==> config.mk <==
export PLATFORM = sky130hd
export DESIGN_NAME = conv_mac_seq
export DESIGN_NICKNAME = d
export VERILOG_FILES = /design/src/rtl/conv_mac_seq_pkg.sv /design/src/rtl/conv_mac_seq_flag_delay_line.sv /design/src/rtl/conv_mac_seq.sv
export SDC_FILE = /design/constraint.sdc
export NUM_CORES = 1
export LEC_CHECK = 0
export ABC_CLOCK_PERIOD_IN_PS = 3690
export CORE_MARGIN = 2
export CORE_UTILIZATION = 42
export DETAILED_ROUTE_END_ITERATION = 10
export GPL_TIMING_DRIVEN = 0
export PLACE_DENSITY = 0.64
export SETUP_SLACK_MARGIN = 0.05
export SLEW_MARGIN = 20
export SYNTH_ARGS = -nofsm -noshare
export SYNTH_HDL_FRONTEND = slang
export SYNTH_HIERARCHICAL = 1
export SYNTH_SLANG_ARGS = --single-unit
export TNS_END_PERCENT = 50
==> constraint.sdc <==
create_clock -name clk -period 3.69 [get_ports clk]
set_clock_uncertainty 0.05 [all_clocks]
set_input_delay 0.738 -clock clk [delete_from_list [all_inputs] [get_ports clk]]
set_output_delay 0.738 -clock clk [all_outputs]
set_load 0.02 [all_outputs]
==> src/rtl/conv_mac_seq_pkg.sv <==
// Shared types and defaults for the convolution MAC sequencer.
package conv_mac_seq_pkg;

  typedef enum logic [1:0] {
    ST_IDLE  = 2'd0,
    ST_ISSUE = 2'd1,
    ST_DRAIN = 2'd2
  } state_t;

  localparam int DEF_PIPE_LAT = 12;
  localparam int DEF_POST_LAT = 3;
  localparam int ACC_W        = 8;
  localparam int GRP_W        = 16;
  localparam int SCALE_W      = 16;

  function automatic logic cfg_bad(input logic [ACC_W-1:0] acc_num,
                                   input logic [GRP_W-1:0] num_out);
    return (acc_num == '0) || (num_out == '0);
  endfunction

endpackage

==> src/rtl/conv_mac_seq_flag_delay_line.sv <==
// Fixed-depth single-bit shift register with synchronous clear; q_o is d_i delayed DEPTH cycles.
// pend_o flags any bit still travelling in a stage before the output stage.
module conv_mac_seq_flag_delay_line #(
  parameter int DEPTH = 12
) (
  input  logic clk,
  input  logic rstn,
  input  logic clr_i,
  input  logic d_i,
  output logic q_o,
  output logic pend_o
);

  logic [DEPTH-1:0] r_sr;

  generate
    if (DEPTH == 1) begin : g_one
      always_ff @(posedge clk or negedge rstn) begin
        if (!rstn)      r_sr <= '0;
        else if (clr_i) r_sr <= '0;
        else            r_sr <= d_i;
      end
      assign pend_o = 1'b0;
    end else begin : g_multi
      always_ff @(posedge clk or negedge rstn) begin
        if (!rstn)      r_sr <= '0;
        else if (clr_i) r_sr <= '0;
        else            r_sr <= {r_sr[DEPTH-2:0], d_i};
      end
      assign pend_o = |r_sr[DEPTH-2:0];
    end
  endgenerate

  assign q_o = r_sr[DEPTH-1];

endmodule

==> src/rtl/conv_mac_seq.sv <==
// Sequences beat reads into the MAC array and tracks first/last flags down to accumulator restart and result valid.
// rd_en is combinational on rdy (0-cycle group start); a started group never stalls; abort clears everything next cycle.
module conv_mac_seq
  import conv_mac_seq_pkg::*;
#(
  parameter int MAC_OUT_NUM = 18,
  parameter int PIPE_LAT    = DEF_PIPE_LAT,
  parameter int POST_LAT    = DEF_POST_LAT
) (
  input  logic                   clk,
  input  logic                   rstn,
  input  logic                   start_i,
  input  logic [ACC_W-1:0]       acc_num_i,
  input  logic [GRP_W-1:0]       num_out_i,
  input  logic [SCALE_W-1:0]     scale_i,
  input  logic                   abort_i,
  input  logic                   fm_grp_rdy_i,
  input  logic                   wt_grp_rdy_i,
  output logic                   rd_en_o,
  output logic                   mac_valid_o,
  output logic [MAC_OUT_NUM-1:0] adder_rst_o,
  output logic [ACC_W-1:0]       acc_num_o,
  output logic [SCALE_W-1:0]     scale_o,
  output logic                   out_valid_o,
  output logic                   busy_o,
  output logic                   done_o,
  output logic                   err_o
);

  state_t             r_state;
  logic [ACC_W-1:0]   r_acc_num;
  logic [ACC_W-1:0]   r_beat;
  logic [GRP_W-1:0]   r_num_out;
  logic [GRP_W-1:0]   r_grp_cnt;
  logic [SCALE_W-1:0] r_scale;
  logic               r_in_grp;
  logic               r_done;
  logic               r_err;
  logic               r_mv_vld;
  logic               r_mv_first;
  logic               r_mv_last;

  logic w_rd_en;
  logic w_first_beat;
  logic w_last_beat;
  logic w_last_grp;
  logic w_first_q;
  logic w_first_pend;
  logic w_last_q;
  logic w_last_pend;
  logic w_drain_done;

  // Once a group has started it runs to its last beat whatever rdy does.
  assign w_rd_en      = (r_state == ST_ISSUE) && (r_in_grp || (fm_grp_rdy_i && wt_grp_rdy_i));
  assign w_first_beat = (r_beat == '0);
  assign w_last_beat  = (r_beat == (r_acc_num - 1'b1));
  assign w_last_grp   = (r_grp_cnt == (r_num_out - 1'b1));
  assign w_drain_done = !r_mv_vld && !w_first_pend && !w_last_pend;

  always_ff @(posedge clk or negedge rstn) begin
    if (!rstn) begin
      r_state   <= ST_IDLE;
      r_acc_num <= '0;
      r_num_out <= '0;
      r_scale   <= '0;
      r_beat    <= '0;
      r_grp_cnt <= '0;
      r_in_grp  <= 1'b0;
      r_done    <= 1'b0;
      r_err     <= 1'b0;
    end else begin
      r_done <= 1'b0;
      r_err  <= 1'b0;
      if (abort_i) begin
        r_state  <= ST_IDLE;
        r_beat   <= '0;
        r_grp_cnt <= '0;
        r_in_grp <= 1'b0;
      end else begin
        case (r_state)
          ST_IDLE: begin
            if (start_i) begin
              if (cfg_bad(acc_num_i, num_out_i)) begin
                r_err <= 1'b1;
              end else begin
                r_acc_num <= acc_num_i;
                r_num_out <= num_out_i;
                r_scale   <= scale_i;
                r_beat    <= '0;
                r_grp_cnt <= '0;
                r_in_grp  <= 1'b0;
                r_state   <= ST_ISSUE;
              end
            end
          end
          ST_ISSUE: begin
            if (w_rd_en) begin
              if (w_last_beat) begin
                r_beat    <= '0;
                r_in_grp  <= 1'b0;
                r_grp_cnt <= r_grp_cnt + 1'b1;
                if (w_last_grp) r_state <= ST_DRAIN;
              end else begin
                r_beat   <= r_beat + 1'b1;
                r_in_grp <= 1'b1;
              end
            end
          end
          ST_DRAIN: begin
            // The final result is on out_valid_o this cycle when nothing is left upstream of it.
            if (w_drain_done) begin
              r_done  <= 1'b1;
              r_state <= ST_IDLE;
            end
          end
          default: r_state <= ST_IDLE;
        endcase
      end
    end
  end

  // Buffer read latency is one cycle, so data reaches the MAC array one cycle after rd_en.
  always_ff @(posedge clk or negedge rstn) begin
    if (!rstn) begin
      r_mv_vld   <= 1'b0;
      r_mv_first <= 1'b0;
      r_mv_last  <= 1'b0;
    end else begin
      r_mv_vld   <= !abort_i && w_rd_en;
      r_mv_first <= !abort_i && w_rd_en && w_first_beat;
      r_mv_last  <= !abort_i && w_rd_en && w_last_beat;
    end
  end

  conv_mac_seq_flag_delay_line #(
    .DEPTH (PIPE_LAT)
  ) u_first_dl (
    .clk    (clk),
    .rstn   (rstn),
    .clr_i  (abort_i),
    .d_i    (r_mv_first),
    .q_o    (w_first_q),
    .pend_o (w_first_pend)
  );

  conv_mac_seq_flag_delay_line #(
    .DEPTH (PIPE_LAT + POST_LAT)
  ) u_last_dl (
    .clk    (clk),
    .rstn   (rstn),
    .clr_i  (abort_i),
    .d_i    (r_mv_last),
    .q_o    (w_last_q),
    .pend_o (w_last_pend)
  );

  assign rd_en_o     = w_rd_en;
  assign mac_valid_o = r_mv_vld;
  assign adder_rst_o = {MAC_OUT_NUM{w_first_q}};
  assign out_valid_o = w_last_q;
  assign acc_num_o   = r_acc_num;
  assign scale_o     = r_scale;
  assign busy_o      = (r_state != ST_IDLE);
  assign done_o      = r_done;
  assign err_o       = r_err;

endmodule

Word-level counts from Yosys, hierarchy flattened
Cells that the tools add are included.
- flip-flop bits (word level): 99
- word-level logic and storage cells: 90
- add/sub/neg operators: 4
- equality and inequality tests: 10
- mux-type cells: 35
- bitwise gates (word level): 2
- reduce and logical (&&, ||, !) cells: 25
- operator list (operator ; number):
    $mux 16 ; 5
    $mux 8 ; 5
    $pmux 16 s2 ; 1
    $ne 3x3->1 const B ; 6
    $add 16x1->16 const B ; 1
    $eq 16x16->1 ; 1
    $logic_not 16->1 ; 1
    $logic_not 8->1 ; 2
    $pmux 8 s2 ; 1
    $sub 16x1->16 const B ; 1
    $mux 15 ; 1
    $mux 2 ; 7
    $reduce_or 14->1 ; 1
    $mux 1 ; 12
    $mux 12 ; 1
    $reduce_or 11->1 ; 1
    $add 8x1->8 const B ; 1
    $eq 8x8->1 ; 1
    $reduce_and 4->1 ; 2
    $sub 8x1->8 const B ; 1
    $logic_and 1x1->1 ; 7
    $pmux 2 s3 ; 1
    $reduce_and 6->1 ; 1
    $reduce_and 5->1 ; 1
    other kinds (9) ; 14

Longest topological paths before layout
Gate-level depths: netlist of the first run.
- depth in word-level cells: 7
- mapped depth: 10

By module
The synthesis of the first run kept the hierarchy.
- modules (own cells, without submodules) (module ; times used ; cells an instance ; area an instance (um2) ; seq. area each (um2)):
    conv_mac_seq ; 1 ; 422 ; 4210.3 ; 1801.7
    conv_mac_seq_flag_delay_line at u_last_dl ; 1 ; 36 ; 508.0 ; 375.4
    conv_mac_seq_flag_delay_line at u_first_dl ; 1 ; 29 ; 405.4 ; 300.3

Worst setup path after synthesis of the first run
Ideal clock, no wire load.
- path kind: register to register
- start: register u_first_dl.r_sr[4]
- end: register r_state[0]
- setup time: 0.119 ns
- data arrival time: 3.167 ns
- required time: 3.521 ns
- slack: 0.355 ns
- stages on the path, launching flop included: 10
- buffers on the path: 0
- cell sequence: dfrtp_1 -> nor4_1 -> nand3_1 -> or4b_4 -> a311oi_2 -> nand3_1 -> or4_1 -> or4_1 -> or4_4 -> a21bo_1
- longest elaborated chain between the ends: 6
- RTL lines (what ; line ; text):
    from (decl) ; conv_mac_seq_flag_delay_line.sv:14 ; logic [DEPTH-1:0] r_sr;
    from (signal assigned) ; conv_mac_seq_flag_delay_line.sv:28 ; else r_sr <= {r_sr[DEPTH-2:0], d_i};
    $reduce_or 11->1 ; conv_mac_seq_flag_delay_line.sv:30 ; assign pend_o = |r_sr[DEPTH-2:0];
    via w_first_pend ; conv_mac_seq.sv:48 ; logic w_first_pend;
    $logic_not 1->1 ; conv_mac_seq.sv:58 ; assign w_drain_done = !r_mv_vld && !w_first_pend && !w_last_pend;
    $logic_and 1x1->1 (2 in series) ; conv_mac_seq.sv:58 ;
    $ne 3x3->1 (no source line) ; n/a ;
    $reduce_and 6->1 (no source line) ; n/a ;
    to (signal assigned) ; conv_mac_seq.sv:62 ; r_state <= ST_IDLE;
    to (signal assigned) ; conv_mac_seq.sv:75 ; r_state <= ST_IDLE;
    to (signal assigned) ; conv_mac_seq.sv:92 ; r_state <= ST_ISSUE;
    to (decl) ; conv_mac_seq.sv:30 ; state_t r_state;
The timed path passes the listed nets, and every way through them passes these cells.
A chain may end at the register's enable or synchronous reset.

Worst setup path in the final report of the first run
- start: register u_first_dl.r_sr[10]
- end: register r_state[0]
Same word-level chain as after synthesis.

==> impl_metrics.json, run 1 <==
{
  "status": "finished, final reports clean",
  "fmax_mhz": 283,
  "dpl.cell_count": 728,
  "fin_crit_ns": 3.54,
  "hold_viol_final": 0,
  "yosysTopAreaCell": "dfrtp_1",
  "synth-seq-cells": 99,
  "synth-async-reset-ratio_pct": 100,
  "io_buffers": 93,
  "insertion_delay_ns": 0.35,
  "ir_drop_mv": 0.367,
  "synth_enable_flop_cells": 0,
  "io_pins": 94,
  "placed_area_um2": 6270,
  "cts.path.max_buffers": 2,
  "initial_core_util_pct": 42.8,
  "dr.pass1.iters": 5,
  "yosysWarnings": 6,
  "wl_um": 11900,
  "htree_num_levels": 3,
  "syn-cell-area_um2": 5120,
  "slew_violations": 0,
  "yosysSeqAreaShare_pct": 48.4,
  "postLayoutCellArea_um2": 6600,
  "die_h_um": 114,
  "cap_viol_max_count": 0,
  "fp.dieW_um": 114,
  "post-synth-top-count-cell": "dfrtp_1",
  "critPathCaptureType": "flop",
  "rsz0062_at_grt": "no",
  "synth_common_cells": "dfrtp_1 (99), mux2_2 (41), nand2_1 (30)",
  "finalCritPeriodShare_pct": 95.8,
  "slew_headroom_pct": 45.6,
  "antenna_found_initial": 0,
  "cts_buffers": 9,
  "cts_root_buf": "clkbuf_16",
  "path_clk_slew_ns": 0.07,
  "ys_types": 60,
  "cp.arrival_ns": 3.73,
  "cp_data_required_time_ns": 3.88,
  "grt_pass1_vias": 3924,
  "rows": 40,
  "synthFlopType": "dfrtp_1",
  "grt_overflow": 0,
  "diodes": 0,
  "hpwl_um": 8670,
  "crit_type": "flop to flop",
  "cp-start-kind": "flop",
  "routabilityCongestion": 0.810,
  "min_path_type": "primary input to async pin",
  "grt_use_total_pct": 19.3,
  "netlist.area_leader.share_pct": 48.4,
  "grt_max_degree": 54,
  "cts_tree": "built",
  "fin_cells": 745,
  "coreArea_um2": 12000,
  "post-route-drc-count": 0,
  "cts.sinks": 99,
  "nets": 644,
  "avgSynthCellArea_um2": 10.5,
  "drive_gt1_share_pct": 15.9,
  "setup_violations": 0,
  "p_per_area_nw_per_um2": 447,
  "wire_per_inst_um": 16.0,
  "drtIter0Drc": 304,
  "ant_nets": 0,
  "synth_area_leaders": "dfrtp_1 (48%), mux2_2 (9.0%), nor2b_1 (3.3%)",
  "power.leakage_nw": 2.80,
  "syn2layout_area_growth_pct": 28.9,
  "synth_fp_nets": 538,
  "grt_pass1_wl_um": 19700,
  "viasPerCell": 5.48,
  "tightest_slew_ns": 0.815,
  "critPathMaxFanout": 2,
  "die_area_um2": 13100,
  "vias": 4080,
  "synth_cells": 487,
  "fillers": 1052,
  "hold_buffers": 0
}
-- path summary, 6_finish.rpt --
check                                    start                   to  slack (ns)  cells past startpoint
max                        u_first_dl/r_sr[10]           r_state[0]        0.15                      9
min                                       rstn  u_first_dl/r_sr[10]        0.26                      1
max reg2reg                u_first_dl/r_sr[10]           r_state[0]        0.15                      9
min reg2reg                          r_mv_last    u_last_dl/r_sr[0]        0.41                      1
max in group asynchronous                 rstn          scale_o[12]        2.72                      2
min in group clk                     r_mv_last    u_last_dl/r_sr[0]        0.41                      1
-- flip-flops by register name, indices dropped and copies added (netlist names) --
| signal | flops |
|---|---|
| acc_num_o | 8 |
| done_o | 1 |
| err_o | 1 |
| mac_valid_o | 1 |
| r_beat | 8 |
| r_grp_cnt | 16 |
| r_in_grp | 1 |
| r_mv_first | 1 |
| r_mv_last | 1 |
| r_num_out | 16 |
| r_state | 2 |
| scale_o | 16 |
| u_first_dl/r_sr | 12 |
| u_last_dl/r_sr | 15 |
-- where the power goes --
part	switching [mW]	leakage, nW	internal [mW]	total, mW
sequential	0.115	1.29	1.19	1.30
combinational	0.336	1.36	0.349	0.685
clock	0.414	0.150	0.548	0.962
total	0.866	2.80	2.09	2.95
-- kinds of logic after synthesis --
group,after synthesis,synth area share [%]
muxes,42,9.21
xor gates and xnor gates,28,4.79
AOI/OAI and AO/OA,81,10.9
adders and majority gates,5,1.22
DFF,99,48.4
buffers and inverters,52,5.30
and+or+nand+nor,180,20.2
-- routing by layer --
| metal | GRT usage, % | part of all wire [%] | up-vias |
|---|---|---|---|
| li1 | - | - | 1963 |
| met5 | 0 | 0 | - |
| met2 | 30.5 | 47 | 128 |
| met3 | 4.29 | 5.2 | 17 |
| met4 | 8.21 | 2.2 | 0 |
| met1 | 25.7 | 46 | 1972 |
-- what timing repair did --
action / in CTS / in global routing
setup endpoints to repair: 2 / 2
pin swaps: 9 / 6
setup buffers: 1 / 0
resized for setup: 3 / 1
-- metrics by stage --
stage | TNS (ns) | worst slack [ns] | util [%] | hold slack [ns] | power (mW)
finish | 0 | 0.153 | 55.2 | 0.262 | 2.95
global route | 0 | 0.0589 | 55.2 | 0.298 | 3.11
CTS | 0 | 0.124 | 55.1 | 0.271 | 2.98
detailed placement | -2.24 | -0.334 | 52.4 | 0.400 | 2.01
global placement | -190.39 | -1.90 | 52.2 | 0.393 | 1.99
floorplan | 0 | 0.355 | - | 0.389 | 1.71
-- final cells by class --
class | instances | area [um^2] | area share [%]
flip-flops and latches | 99 | 2480 | 37.5
inverters | 13 | 48.8 | 0.739
clock buffers | 11 | 243 | 3.68
plain buffers | 39 | 223 | 3.37
well taps | 147 | 184 | 2.79
clock inverters | 5 | 61.3 | 0.928
multi-input cells | 336 | 2400 | 36.4
repair buffers | 95 | 966 | 14.6
-- critical path, stage by stage (launching register included) --
cell	delay (ns)
dfrtp_1	0.40
nor4_2	0.28
nand3_1	0.14
or4b_4	0.58
a311oi_2	0.25
nand3_1	0.10
or4_1	0.42
or4_1	0.42
or4_4	0.58
a21bo_1	0.21
-- cell usage in the layout (no fill, tap or decap), types with 4 or more instances in the layout --
| master | instances |
|---|---|
| a211oi_1 | 5 |
| a21oi_1 | 7 |
| a31oi_1 | 9 |
| a41oi_1 | 4 |
| and2_1 | 4 |
| and3_1 | 9 |
| buf_1 | 5 |
| buf_4 | 21 |
| clkbuf_1 | 14 |
| clkbuf_16 | 9 |
| clkdlybuf4s50_1 | 91 |
| dfrtp_1 | 99 |
| ha_1 | 5 |
| inv_1 | 13 |
| mux2_2 | 41 |
| nand2_1 | 30 |
| nand2b_1 | 4 |
| nand3_1 | 23 |
| nand3b_1 | 4 |
| nand4_1 | 7 |
| nor2_1 | 18 |
| nor2b_1 | 27 |
| nor3_1 | 9 |
| nor4_1 | 10 |
| o211ai_1 | 4 |
| o21ai_0 | 6 |
| o21ai_1 | 20 |
| o31ai_1 | 6 |
| or2_2 | 4 |
| or4_1 | 10 |
| xnor2_1 | 12 |
| xor2_1 | 16 |
Note: power is estimated with default switching activity, not from simulation.
==> run 2: changes to the inputs <==
--- a/config.mk
+++ b/config.mk
@@ -6,6 +6,7 @@
 export NUM_CORES = 1
 export LEC_CHECK = 0
 export ABC_CLOCK_PERIOD_IN_PS = 3690
+export CAP_MARGIN = 15
 export CORE_MARGIN = 2
 export CORE_UTILIZATION = 42
 export DETAILED_ROUTE_END_ITERATION = 10
==> results of run 2 <==
No change in the layout: final DEF, timing and power equal those of run 1.
==> run 3: changes to the inputs <==
--- a/config.mk
+++ b/config.mk
@@ -5,7 +5,7 @@
 export SDC_FILE = /design/constraint.sdc
 export NUM_CORES = 1
 export LEC_CHECK = 0
-export ABC_CLOCK_PERIOD_IN_PS = 3690
+export ABC_CLOCK_PERIOD_IN_PS = 3740
 export CAP_MARGIN = 15
 export CORE_MARGIN = 2
 export CORE_UTILIZATION = 42
==> constraint.sdc (replaced) <==
create_clock -name clk -period 3.74 [get_ports clk]
set_clock_uncertainty 0.05 [all_clocks]
set_input_delay 0.748 -clock clk [delete_from_list [all_inputs] [get_ports clk]]
set_output_delay 0.748 -clock clk [all_outputs]
set_load 0.02 [all_outputs]
==> run 3 against run 2 <==
First-iteration DRC count decreased by 8.2%. Wire length is 0.10% lower. Combinational power down 1%. Worst setup slack lost 0.079 ns. Hold slack better by 0.0070 ns. Clock power down 1%. Critical path type unchanged. Core utilization about the same.
==> impl_metrics.json, run 3 (synthesized netlist as in run 1, its figures left out) <==
{
  "status": "finished, final reports clean",
  "hold_buffers": 0,
  "grt_pass1_wl_um": 19700,
  "crit_type": "flop to flop",
  "cts.path.max_buffers": 2,
  "cp-start-kind": "flop",
  "power.leakage_nw": 2.80,
  "cts_tree": "built",
  "fin_cells": 744,
  "cts_buffers": 9,
  "finalCritPeriodShare_pct": 98.0,
  "min_path_type": "primary input to async pin",
  "drive_gt1_share_pct": 16.1,
  "coreArea_um2": 12000,
  "initial_core_util_pct": 42.8,
  "post-place-ws_ns": -0.294,
  "die_h_um": 114,
  "wire_per_inst_um": 16.0,
  "rows": 40,
  "cts.sinks": 99,
  "grt_max_degree": 54,
  "fmax_mhz": 273,
  "slew_headroom_pct": 43.4,
  "setup_violations": 0,
  "dr.pass1.iters": 5,
  "drtIter0Drc": 279,
  "insertion_delay_ns": 0.35,
  "rsz0062_at_grt": "yes",
  "grt_overflow": 0,
  "critPathCaptureType": "flop",
  "slew_violations": 0,
  "wl_met1_um": 5380,
  "met2_length_um": 5620,
  "die_area_um2": 13100,
  "nets": 643,
  "post-route-drc-count": 0,
  "critPathMaxFanout": 3,
  "diodes": 0,
  "ir_drop_mv": 0.362,
  "cp_data_required_time_ns": 3.93,
  "tightest_slew_ns": 0.827,
  "io_buffers": 93,
  "dpl.cell_count": 728,
  "mostFrequentLayoutCells": "dfrtp_1 (99), clkdlybuf4s50_1 (91), mux2_2 (41)",
  "wl_um": 11900,
  "cts_root_buf": "clkbuf_16",
  "antenna_found_initial": 0,
  "hold_slack_ns": 0.269,
  "ant_nets": 0,
  "viasPerCell": 5.49,
  "io_pins": 94,
  "fin_tns_setup_ns": 0,
  "vias": 4081,
  "hold_viol_final": 0,
  "fin_crit_ns": 3.67,
  "postLayoutCellArea_um2": 6600,
  "fp.dieW_um": 114,
  "worst_slack_ns": 0.0748,
  "routabilityCongestion": 0.810,
  "hpwl_um": 8670,
  "cap_viol_max_count": 0,
  "grt_use_total_pct": 19.3,
  "p_per_area_nw_per_um2": 441,
  "htree_num_levels": 3,
  "syn2layout_area_growth_pct": 28.8,
  "placed_area_um2": 6270,
  "grt_pass1_vias": 3917,
  "path_clk_slew_ns": 0.07,
  "cp.arrival_ns": 3.86,
  "top_layer_used": "met4",
  "final_common_cell": "dfrtp_1",
  "wl_met3_um": 642,
  "fillers": 1050
}
==> run 3: cell types whose count changed in the layout (fill, tap and decap cells not counted), sizes merged <==
cell          delta
buf              -1
dlygate4sd2      -1
dlymetal6s2s     +1
==> run 3: path summary, 6_finish.rpt <==
| path | start | to | slack (ns) | depth (start not counted) |
|---|---|---|---|---|
| max | u_first_dl/r_sr[4] | r_state[0] | 0.07 | 9 |
| min | rstn | u_first_dl/r_sr[10] | 0.27 | 1 |
| max reg2reg | u_first_dl/r_sr[4] | r_state[0] | 0.07 | 9 |
| min reg2reg | r_mv_last | u_last_dl/r_sr[0] | 0.41 | 1 |
| max in group asynchronous | rstn | scale_o[12] | 2.77 | 2 |
| min in group clk | r_mv_last | u_last_dl/r_sr[0] | 0.41 | 1 |
==> run 3: worst max-delay path, cell delays in order (launching register included) <==
cell and delay, ns:
dfrtp_1 0.39, nor4_2 0.28, nand3_1 0.14, or4b_4 0.59, a311oi_2 0.26, nand3_1 0.11
or4_4 0.53, or4_4 0.54, or4_4 0.45, a21bo_1 0.21
==> run 3: layer usage <==
layer / GRT usage (%) / up-vias
met3: 4.29 / 17
li1: - / 1958
met2: 30.3 / 130
met4: 8.21 / 0
met5: 0 / -
met1: 25.8 / 1976
==> run 3: layout make-up <==
type,instances,area (um^2),area share (%)
flip-flops and latches,99,2480,37.5
repair buffers,94,962,14.6
multi-input cells,336,2400,36.4
inverters,13,48.8,0.739
well taps,147,184,2.79
clock inverters,5,61.3,0.929
plain buffers,39,223,3.38
clock buffers,11,243,3.68
==> run 3: through the flow <==
| stage | total power [mW] | utilization [%] |
|---|---|---|
| 3_3_place_gp | 1.96 | 52.2 |
| 6_report | 2.91 | 55.2 |
| 5_1_grt | 3.07 | 55.2 |
| 2_1_floorplan | 1.68 | - |
| 4_1_cts | 2.94 | 54.9 |
| 3_5_place_dp | 1.98 | 52.4 |
==> run 3: power by group <==
group          total, mW  leakage, nW  internal [mW]  switching, mW
logic              0.677         1.36          0.345          0.332
clock network      0.949        0.150          0.540          0.409
registers           1.29         1.29           1.17          0.113
==> run 3: repair_timing <==
action	in CTS	in global routing
setup buffers	0	0
endpoints found under the setup margin	0	2
resized for setup	0	5
